### src/rtl/alarm_bank_pkg.sv
// alarm_bank_pkg: shared BCD time type, ring FSM states and time validation.
package alarm_bank_pkg;
  typedef struct packed {
    logic [3:0] ms_hr;
    logic [3:0] ls_hr;
    logic [3:0] ms_min;
    logic [3:0] ls_min;
  } bcd_time_t;
  typedef enum logic [1:0] {IDLE, RINGING, SNOOZE} alarm_state_e;
  function automatic logic is_valid_bcd_time(bcd_time_t t);
    return (t.ms_hr <= 4'd2) && (t.ls_hr <= 4'd9) && ((t.ms_hr != 4'd2) || (t.ls_hr <= 4'd3)) &&
           (t.ms_min <= 4'd5) && (t.ls_min <= 4'd9);
  endfunction
endpackage

### src/rtl/alarm_bank_if.sv
// alarm_bank_if: load, time, control and status signals of the alarm bank.
interface alarm_bank_if #(parameter int NUM_ALARMS = 4);
  localparam int SLOT_W = (NUM_ALARMS > 1) ? $clog2(NUM_ALARMS) : 1;
  logic                  load_new_a;
  logic [SLOT_W-1:0]     load_slot;
  logic [3:0]            new_alarm_ms_hr, new_alarm_ls_hr, new_alarm_ms_min, new_alarm_ls_min;
  logic [NUM_ALARMS-1:0] slot_en;
  logic [3:0]            cur_ms_hr, cur_ls_hr, cur_ms_min, cur_ls_min;
  logic                  minute_tick, stop_alarm, snooze;
  logic [SLOT_W-1:0]     rd_slot;
  logic [3:0]            alarm_time_ms_hr, alarm_time_ls_hr, alarm_time_ms_min, alarm_time_ls_min;
  logic                  sound_alarm;
  logic [SLOT_W-1:0]     ring_slot;
  logic                  load_err;
  modport master (
    output load_new_a, load_slot, new_alarm_ms_hr, new_alarm_ls_hr, new_alarm_ms_min, new_alarm_ls_min,
           slot_en, cur_ms_hr, cur_ls_hr, cur_ms_min, cur_ls_min, minute_tick, stop_alarm, snooze, rd_slot,
    input  alarm_time_ms_hr, alarm_time_ls_hr, alarm_time_ms_min, alarm_time_ls_min, sound_alarm, ring_slot,
           load_err
  );
  modport slave (
    input  load_new_a, load_slot, new_alarm_ms_hr, new_alarm_ls_hr, new_alarm_ms_min, new_alarm_ls_min,
           slot_en, cur_ms_hr, cur_ls_hr, cur_ms_min, cur_ls_min, minute_tick, stop_alarm, snooze, rd_slot,
    output alarm_time_ms_hr, alarm_time_ls_hr, alarm_time_ms_min, alarm_time_ls_min, sound_alarm, ring_slot,
           load_err
  );
endinterface

### src/rtl/alarm_bank_slot.sv
// alarm_slot: one stored alarm time with write enable and per-minute match.
module alarm_slot
  import alarm_bank_pkg::*;
(
  input  logic      clock,
  input  logic      reset,
  input  logic      we_i,
  input  logic      en_i,
  input  logic      tick_i,
  input  bcd_time_t wdata_i,
  input  bcd_time_t cur_i,
  output bcd_time_t time_o,
  output logic      hit_o
);
  bcd_time_t time_q, time_d;
  assign time_d = we_i ? wdata_i : time_q;
  always_ff @(posedge clock or posedge reset)
    if (reset) time_q <= '0;
    else       time_q <= time_d;
  assign time_o = time_q;
  assign hit_o  = tick_i & en_i & (time_q == cur_i);
endmodule

### src/rtl/alarm_bank.sv
// alarm_bank: multi-slot alarm store with ring/timeout FSM; snooze built only with ALARM_BANK_SNOOZE_EN.
module alarm_bank
  import alarm_bank_pkg::*;
#(
  parameter int NUM_ALARMS       = 4,
  parameter int SNOOZE_MIN       = 5,
  parameter int RING_TIMEOUT_MIN = 10
) (
  input logic        clock,
  input logic        reset,
  alarm_bank_if.slave bus
);
  localparam int SLOT_W  = (NUM_ALARMS > 1) ? $clog2(NUM_ALARMS) : 1;
  localparam int CNT_MAX = (SNOOZE_MIN > RING_TIMEOUT_MIN) ? SNOOZE_MIN : RING_TIMEOUT_MIN;
  localparam int CNT_W   = $clog2(CNT_MAX + 1);
  bcd_time_t new_t, cur_t, rd_t;
  bcd_time_t slot_t [NUM_ALARMS];
  logic [NUM_ALARMS-1:0] hit;
  logic load_ok, hit_any, ring_en;
  logic [SLOT_W-1:0] win;
  alarm_state_e state_q, state_d;
  logic [SLOT_W-1:0] ring_slot_q, ring_slot_d;
  logic [CNT_W-1:0] ring_cnt_q, ring_cnt_d;
  logic sound_q, load_err_q;
  assign new_t   = {bus.new_alarm_ms_hr, bus.new_alarm_ls_hr, bus.new_alarm_ms_min, bus.new_alarm_ls_min};
  assign cur_t   = {bus.cur_ms_hr, bus.cur_ls_hr, bus.cur_ms_min, bus.cur_ls_min};
  assign load_ok = is_valid_bcd_time(new_t) && (32'(bus.load_slot) < NUM_ALARMS);
  for (genvar i = 0; i < NUM_ALARMS; i++) begin : g_slot
    alarm_slot u_slot (
      .clock  (clock),
      .reset  (reset),
      .we_i   (bus.load_new_a && load_ok && (32'(bus.load_slot) == i)),
      .en_i   (bus.slot_en[i]),
      .tick_i (bus.minute_tick),
      .wdata_i(new_t),
      .cur_i  (cur_t),
      .time_o (slot_t[i]),
      .hit_o  (hit[i])
    );
  end
  assign rd_t = (32'(bus.rd_slot) < NUM_ALARMS) ? slot_t[bus.rd_slot] : '0;
  assign {bus.alarm_time_ms_hr, bus.alarm_time_ls_hr, bus.alarm_time_ms_min, bus.alarm_time_ls_min} = rd_t;
  // Scan downward so the lowest-index hit is the last one written.
  always_comb begin
    hit_any = 1'b0;
    win     = '0;
    for (int k = NUM_ALARMS - 1; k >= 0; k--)
      if (hit[k]) begin
        hit_any = 1'b1;
        win     = SLOT_W'(k);
      end
  end
  assign ring_en = bus.slot_en[ring_slot_q];
`ifdef ALARM_BANK_SNOOZE_EN
  logic [CNT_W-1:0] snz_cnt_q, snz_cnt_d;
  always_ff @(posedge clock or posedge reset)
    if (reset) snz_cnt_q <= '0;
    else       snz_cnt_q <= snz_cnt_d;
`else
  logic unused_snooze;
  assign unused_snooze = bus.snooze;
`endif
  always_comb begin
    state_d     = state_q;
    ring_slot_d = ring_slot_q;
    ring_cnt_d  = ring_cnt_q;
`ifdef ALARM_BANK_SNOOZE_EN
    snz_cnt_d   = snz_cnt_q;
`endif
    case (state_q)
      IDLE:
        if (hit_any) begin
          state_d     = RINGING;
          ring_slot_d = win;
          ring_cnt_d  = '0;
        end
      RINGING:
        if (bus.stop_alarm || !ring_en) state_d = IDLE;
`ifdef ALARM_BANK_SNOOZE_EN
        else if (bus.snooze) begin
          state_d   = SNOOZE;
          snz_cnt_d = CNT_W'(SNOOZE_MIN);
        end
`endif
        else if (bus.minute_tick) begin
          ring_cnt_d = ring_cnt_q + 1'b1;
          state_d    = (ring_cnt_d == CNT_W'(RING_TIMEOUT_MIN)) ? IDLE : RINGING;
        end
`ifdef ALARM_BANK_SNOOZE_EN
      SNOOZE:
        if (bus.stop_alarm || !ring_en) state_d = IDLE;
        else if (bus.minute_tick) begin
          snz_cnt_d = snz_cnt_q - 1'b1;
          if (snz_cnt_d == '0) begin
            state_d    = RINGING;
            ring_cnt_d = '0;
          end
        end
`endif
      default: state_d = IDLE;
    endcase
  end
  always_ff @(posedge clock or posedge reset)
    if (reset) begin
      state_q     <= IDLE;
      ring_slot_q <= '0;
      ring_cnt_q  <= '0;
      sound_q     <= 1'b0;
      load_err_q  <= 1'b0;
    end else begin
      state_q     <= state_d;
      ring_slot_q <= ring_slot_d;
      ring_cnt_q  <= ring_cnt_d;
      sound_q     <= (state_d == RINGING);
      load_err_q  <= bus.load_new_a && !load_ok;
    end
  assign bus.sound_alarm = sound_q;
  assign bus.ring_slot   = ring_slot_q;
  assign bus.load_err    = load_err_q;
endmodule

### src/flat_wrapper.sv
// flat-port wrapper written by rule: the top's interface ports become plain ports
module alarm_bank_flat import alarm_bank_pkg::*;
#(
  parameter int NUM_ALARMS       = 4,
  parameter int SNOOZE_MIN       = 5,
  parameter int RING_TIMEOUT_MIN = 10
)
  (clock, reset, bus_load_new_a, bus_load_slot, bus_new_alarm_ms_hr, bus_new_alarm_ls_hr, bus_new_alarm_ms_min, bus_new_alarm_ls_min, bus_slot_en, bus_cur_ms_hr, bus_cur_ls_hr, bus_cur_ms_min, bus_cur_ls_min, bus_minute_tick, bus_stop_alarm, bus_snooze, bus_rd_slot, bus_alarm_time_ms_hr, bus_alarm_time_ls_hr, bus_alarm_time_ms_min, bus_alarm_time_ls_min, bus_sound_alarm, bus_ring_slot, bus_load_err);
  alarm_bank_if #(.NUM_ALARMS(NUM_ALARMS)) bus_i ();
  input logic clock;
  input logic reset;
  input wire logic [$bits(bus_i.load_new_a)-1:0] bus_load_new_a;
  input wire logic [$bits(bus_i.load_slot)-1:0] bus_load_slot;
  input wire logic [$bits(bus_i.new_alarm_ms_hr)-1:0] bus_new_alarm_ms_hr;
  input wire logic [$bits(bus_i.new_alarm_ls_hr)-1:0] bus_new_alarm_ls_hr;
  input wire logic [$bits(bus_i.new_alarm_ms_min)-1:0] bus_new_alarm_ms_min;
  input wire logic [$bits(bus_i.new_alarm_ls_min)-1:0] bus_new_alarm_ls_min;
  input wire logic [$bits(bus_i.slot_en)-1:0] bus_slot_en;
  input wire logic [$bits(bus_i.cur_ms_hr)-1:0] bus_cur_ms_hr;
  input wire logic [$bits(bus_i.cur_ls_hr)-1:0] bus_cur_ls_hr;
  input wire logic [$bits(bus_i.cur_ms_min)-1:0] bus_cur_ms_min;
  input wire logic [$bits(bus_i.cur_ls_min)-1:0] bus_cur_ls_min;
  input wire logic [$bits(bus_i.minute_tick)-1:0] bus_minute_tick;
  input wire logic [$bits(bus_i.stop_alarm)-1:0] bus_stop_alarm;
  input wire logic [$bits(bus_i.snooze)-1:0] bus_snooze;
  input wire logic [$bits(bus_i.rd_slot)-1:0] bus_rd_slot;
  output wire logic [$bits(bus_i.alarm_time_ms_hr)-1:0] bus_alarm_time_ms_hr;
  output wire logic [$bits(bus_i.alarm_time_ls_hr)-1:0] bus_alarm_time_ls_hr;
  output wire logic [$bits(bus_i.alarm_time_ms_min)-1:0] bus_alarm_time_ms_min;
  output wire logic [$bits(bus_i.alarm_time_ls_min)-1:0] bus_alarm_time_ls_min;
  output wire logic [$bits(bus_i.sound_alarm)-1:0] bus_sound_alarm;
  output wire logic [$bits(bus_i.ring_slot)-1:0] bus_ring_slot;
  output wire logic [$bits(bus_i.load_err)-1:0] bus_load_err;
  assign bus_i.load_new_a = bus_load_new_a;
  assign bus_i.load_slot = bus_load_slot;
  assign bus_i.new_alarm_ms_hr = bus_new_alarm_ms_hr;
  assign bus_i.new_alarm_ls_hr = bus_new_alarm_ls_hr;
  assign bus_i.new_alarm_ms_min = bus_new_alarm_ms_min;
  assign bus_i.new_alarm_ls_min = bus_new_alarm_ls_min;
  assign bus_i.slot_en = bus_slot_en;
  assign bus_i.cur_ms_hr = bus_cur_ms_hr;
  assign bus_i.cur_ls_hr = bus_cur_ls_hr;
  assign bus_i.cur_ms_min = bus_cur_ms_min;
  assign bus_i.cur_ls_min = bus_cur_ls_min;
  assign bus_i.minute_tick = bus_minute_tick;
  assign bus_i.stop_alarm = bus_stop_alarm;
  assign bus_i.snooze = bus_snooze;
  assign bus_i.rd_slot = bus_rd_slot;
  assign bus_alarm_time_ms_hr = bus_i.alarm_time_ms_hr;
  assign bus_alarm_time_ls_hr = bus_i.alarm_time_ls_hr;
  assign bus_alarm_time_ms_min = bus_i.alarm_time_ms_min;
  assign bus_alarm_time_ls_min = bus_i.alarm_time_ls_min;
  assign bus_sound_alarm = bus_i.sound_alarm;
  assign bus_ring_slot = bus_i.ring_slot;
  assign bus_load_err = bus_i.load_err;
  alarm_bank #(.NUM_ALARMS(NUM_ALARMS), .SNOOZE_MIN(SNOOZE_MIN), .RING_TIMEOUT_MIN(RING_TIMEOUT_MIN)) u_core (.clock(clock), .reset(reset), .bus(bus_i));
endmodule
### config.mk
export PLATFORM = sky130hd
export DESIGN_NAME = alarm_bank_flat
export DESIGN_NICKNAME = d
export VERILOG_FILES = /design/src/rtl/alarm_bank_pkg.sv /design/src/rtl/alarm_bank_if.sv /design/src/rtl/alarm_bank_slot.sv /design/src/rtl/alarm_bank.sv /design/src/flat_wrapper.sv
export SDC_FILE = /design/constraint.sdc
export NUM_CORES = 1
export LEC_CHECK = 0
export ABC_AREA = 1
export CAP_MARGIN = 10
export CORE_MARGIN = 3
export CORE_UTILIZATION = 65
export CTS_BUF_LIST = sky130_fd_sc_hd__clkbuf_8
export CTS_CLUSTER_SIZE = 12
export DETAILED_ROUTE_END_ITERATION = 10
export DONT_BUFFER_PORTS = 1
export HOLD_SLACK_MARGIN = 0.03
export PLACE_DENSITY = 0.84
export SLEW_MARGIN = 40
export SYNTH_ARGS = -nofsm -noshare
export SYNTH_HDL_FRONTEND = slang
export SYNTH_HIERARCHICAL = 1
export SYNTH_SLANG_ARGS = --single-unit
export TNS_END_PERCENT = 1
### constraint.sdc
create_clock -name clock -period 2 [get_ports clock]
set_clock_uncertainty 0.15 [all_clocks]
set_input_delay 0.6 -clock clock [delete_from_list [all_inputs] [get_ports clock]]
set_output_delay 0.6 -clock clock [all_outputs]
set_load 0.005 [all_outputs]
Word level (Yosys, flattened, before mapping)
Index checks and enable logic that the tools add are counted.
- muxes and demuxes: 22
- eq/ne operators: 14
- bitwise operators: 9
- magnitude comparators: 7
- add/subtract/negate cells: 1
- reduce and logical (&&, ||, !) cells: 19
- operator list (cell ; count):
    $eq A16 B16 Y1 ; 4
    $bmux W16 S2 ; 1
    $mux W16 ; 2
    $mux W2 ; 7
    $mux W4 ; 3
    $logic_and A1 B1 Y1 ; 10
    $and A1 B1 Y1 ; 8
    $le A4 B2 Y1 const B ; 2
    $le A4 B4 Y1 const B ; 2
    $pmux W4 S2 ; 1
    $eq A2 B1 Y1 const B ; 3
    $mux W1 ; 6
    $add A4 B1 Y4 const B ; 1
    $eq A2 B2 Y1 const B ; 2
    $eq A4 B4 Y1 const B ; 1
    $le A4 B3 Y1 const B ; 1
    $logic_not A2 Y1 ; 2
    $ne A2 B2 Y1 const B ; 2
    $ne A4 B2 Y1 const B ; 1
    $pmux W2 S2 ; 1
    $reduce_and A4 Y1 ; 1
    $ge A3 B3 Y1 const B ; 1
    $lt A2 B3 Y1 const B ; 1
    $not A2 Y3 ; 1
    other kinds (6) ; 8
- output and inout port bits: 20
- register bits: 74

Depth between registers and ports, before layout
- word-level depth: 9
- gate-level depth with buffers: 15

By module
Netlist, hierarchy kept.
- modules (own cells, without submodules) (module ; area an instance (sq um) ; cells each ; times used):
    alarm_slot ; 892.1 ; 118 ; 4
    alarm_bank ; 1078.5 ; 182 ; 1

Worst setup path after synthesis
Ideal clock, no wire load.
- path type: input port to output port
- start: input bus_rd_slot[0]
- end: output bus_alarm_time_ls_hr[0]
- arrival: 1.160 ns
- path slack: 0.090 ns
- required time: 1.250 ns
- cell stages on the path: 4
- path through: inv_2 clkbuf_1 nor2_1 o22ai_1
- cells in the longest elaborated chain, start to end: 4
- RTL lines (element ; RTL line ; RTL):
    start: declaration ; flat_wrapper.sv:26 ; input wire logic [$bits(bus_i.rd_slot)-1:0] bus_rd_slot;
    $not A2 Y3 (implied by the code) ; alarm_bank.sv:41 ; assign rd_t = (32'(bus.rd_slot) < NUM_ALARMS) ? slot_t[bus.rd_slot] : '0;
    $bmux W16 S2 ; alarm_bank.sv:41 ;
    $mux W16 (implied by the code) (2 in a row) ; alarm_bank.sv:41 ;
    end: declaration ; flat_wrapper.sv:28 ; output wire logic [$bits(bus_i.alarm_time_ls_hr)-1:0] bus_alarm_time_ls_hr;
Every way passes these cells. The select of a mux whose other input is x is not followed.

Worst setup path in the final report
- start: input bus_rd_slot[0]
- end: output bus_alarm_time_ls_hr[1]
The elaborated chain is that of the path after synthesis.

==> run_results.csv <==
group,metric,value,unit
setup_path,reg2reg_depth,13,
setup_path,endpoint_kind,"output port",
route,wirelength,13.1,mm
global_routing,overflow,0,
sta,fmaxAchievable,514,MHz
yosys,yosysTopAreaCell,"dfrtp_1",
clock_tree,cts_root_buf,"clkbuf_8",
final_layout,drive_gt1_frac,0.152,
route,ant_nets,0,
sta,fin_crit,1.94,ns
sta,setup_violations,0,
yosys,synth.distinct_cells,30,
floorplan,io_pins,66,
clock_tree,path_clk_slew,0.07,ns
place,gp_congestion,0.937,
sta,fin_hold_ws,0.216,ns
power,leakagePower,2.69,nW
sta,fin_crit_sh,0.972,
clock_tree,cts-buffers-inserted,9,
final_layout,register_area,1850,um2
route,post-route-drc-count,0,
setup_path,rrSetupSlack,0.06,ns
place,dp_hpwl,9.44,mm
sta,worst_slack,0.0557,ns
global_routing,grt_max_degree,34,
floorplan,fp.dieH,90.6,um
yosys,syn_area,4650,um2
job,drv_cap,0,
yosys,syn_area_per_cell,7.11,um2
final_layout,diodes,0,
yosys,synth_edf_count,0,
setup_path,r2r_start,"u_core/g_slot[2].u_slot/time_o[13]$_DFFE_PP0P_",
sta,drv_slew,0,
setup_path,worstPathRequired,1.25,ns
yosys,synthCells,654,
route,avgViaCountPerCell,5.69,
setup_path,timing.rr.end,"u_core/ring_cnt_q[3]$_DFFE_PP0P_",
place,place_ws,-0.116,ns
global_routing,antenna_found_initial,0,
setup_path,startpoint,"bus_rd_slot[0]",
sta,hold_viol_final,0,
floorplan,fp.dieArea,8200,um2
yosys,ys_ff_latch,74,
clock_tree,htreeDepth,3,
setup_path,slowest_stage,"o22ai_1",
power,power.density,683,nW/um2
floorplan,num_rows,30,
yosys,ys_seq_area_frac,0.398,
global_routing,grt_pass1_wl,21.1,mm
place,port_buffers,0,
final_layout,fill_cells,510,
setup_path,crit_fanout,33,
clock_tree,clkSinkCount,74,
global_routing,grt_pass1_vias,4397,
global_routing,gr-usage-all-layers,0.330,
setup_path,slowest_delay,0.29,ns
yosys,synthTopCellsByArea,"dfrtp_1 40%, nand2_1 15%, inv_1 8.5%",
setup_path,crit_chain,"inv_2 > buf_12 > nor2_1 > o22ai_1",
clock_tree,cts_tree,"yes",
final_layout,final_nets,721,
floorplan,core,6870,um2
yosys,mappedNetlistNets,702,
yosys,synth_ff_type,"dfrtp_1",
floorplan,start_util,0.677,
outcome,outcome,"completed",
setup_path,worst_ep_arrival_time,1.19,ns
final_layout,syn2layout_area_growth,11.2,%
clock_tree,clk_latency,0.36,ns
route,dr.pass1.iters,5,
floorplan,die_w,90.6,um
route,routedWlPerCell,17.0,um
sta,rsz0062_at_grt,"true",
route,dr.first_iter.drc_count,443,
setup_path,cp-endpoint,"bus_alarm_time_ls_hr[1]",
setup_path,critPathKind,"in2out",
clock_tree,clockBufferDepth,2,
final_layout,multi_input_area,2260,um2
worst_hold_path,hold_class,"in2reg",
yosys,async_flop_share,1.00,
setup_path,cp-start-kind,"primary input",
yosys,ys_warn_count,6,
yosys,synth_top_area_frac,0.398,
route,vias,4404,
power,vdd_drop_max,0.000493,V
layout by cell type (no fill, tap or decap), types with 5 or more instances in the layout:
master    Yosys  layout
xor2_1        5       5
inv_1       105     106
dfrtp_1      74      74
clkbuf_8      0      14
mux2_2       24      24
o21ai_0      43      42
o21ai_1      48      49
nand2_1     186     185
nand3_1      17      15
xnor2_1       9       8
o22ai_1      21      21
nor2_1       62      56
nor2_2        8      14
buf_4         8      20
buf_12        0       7
inv_2        10      10
cell families after synthesis:
group,share of synthesized area
fa+ha+maj,0.00538
simple gates,0.242
compound gates,0.146
mux,0.0582
xor+xnor,0.0264
buf+inv,0.123
other cells,0.000807
flops,0.398
layer usage:
| layer | share of wire | up-vias | GRT usage |
|---|---|---|---|
| met5 | 0 | - | 0 |
| met4 | 0.043 | 0 | 0.159 |
| met3 | 0.10 | 63 | 0.0958 |
| met2 | 0.48 | 269 | 0.549 |
| met1 | 0.37 | 1992 | 0.391 |
| li1 | - | 2080 | - |
stage by stage:
stage	setup TNS, ns	area (um2)	util	cells	total power [mW]
floorplan	0	4650	-	654	2.20
finish	0	5170	0.752	774	3.53
CTS	0	5130	0.747	773	3.52
global placement	-1.29	4920	0.717	756	2.34
global route	-0.00529	5170	0.752	774	3.70
detailed placement	-3.90	4920	0.717	756	2.37
synthesized netlist by cell type, types with 5 or more instances:
cell      instances
xnor2_1           9
buf_4             8
nand2_1         186
clkbuf_1          6
inv_2            10
dfrtp_1          74
o21ai_1          48
xor2_1            5
o21ai_0          43
inv_1           105
mux2_2           24
nor2_1           62
o22ai_1          21
nor2_2            8
nand3_1          17
state kept, by name, summed over array words and instances (netlist names):
signal / flops
u_core/g_slot.u_slot/time_o: 64
u_core/bus.sound_alarm: 1
u_core/ring_cnt_q: 4
u_core/state_q: 2
u_core/bus.load_err: 1
u_core/bus.ring_slot: 2
where the power goes:
| part | internal, mW | switching (mW) |
|---|---|---|
| clock network | 0.615 | 0.546 |
| logic | 0.243 | 0.372 |
| registers | 1.64 | 0.115 |
| total | 2.49 | 1.03 |
worst max-delay path: cells and delay by family:
family,cells,cell delay [ns]
compound gates,1,0.29
buf+inv,2,0.24
simple gates,1,0.05
worst min path at each step:
| stage | slack [ns] | endpoint | cells after the start | startpoint |
|---|---|---|---|---|
| 6_report | 0.22 | u_core/g_slot[1].u_slot/time_o[14]$_DFFE_PP0P_ | 2 | bus_new_alarm_ms_hr[2] |
| 4_1_cts | 0.21 | u_core/g_slot[1].u_slot/time_o[14]$_DFFE_PP0P_ | 2 | bus_new_alarm_ms_hr[2] |
| 2_1_floorplan | 0.29 | u_core/bus.load_err$_DFF_PP0_ | 1 | reset |
| 3_3_place_gp | 0.25 | u_core/g_slot[0].u_slot/time_o[2]$_DFFE_PP0P_ | 1 | reset |
| 3_5_place_dp | 0.25 | u_core/g_slot[0].u_slot/time_o[2]$_DFFE_PP0P_ | 1 | reset |
| 5_1_grt | 0.21 | u_core/g_slot[3].u_slot/time_o[11]$_DFFE_PP0P_ | 2 | bus_new_alarm_ls_hr[3] |
repair_timing:
action	4_1_cts	5_1_grt
endpoints found under the setup margin	0	5
gates resized for setup	0	7
hold endpoints to repair	50	0
hold buffers	1	0
buffers inserted	0	1
area by class of cell:
class                   instances  share of cell area
clock buffers                  14              0.0373
clock inverters                 2             0.00170
inverters                     115              0.0836
multi-input cells             445               0.438
flip-flops and latches         74               0.358
well taps                      96              0.0233
repair buffers                 28              0.0581
No activity file was read; power rests on OpenSTA's default activity.
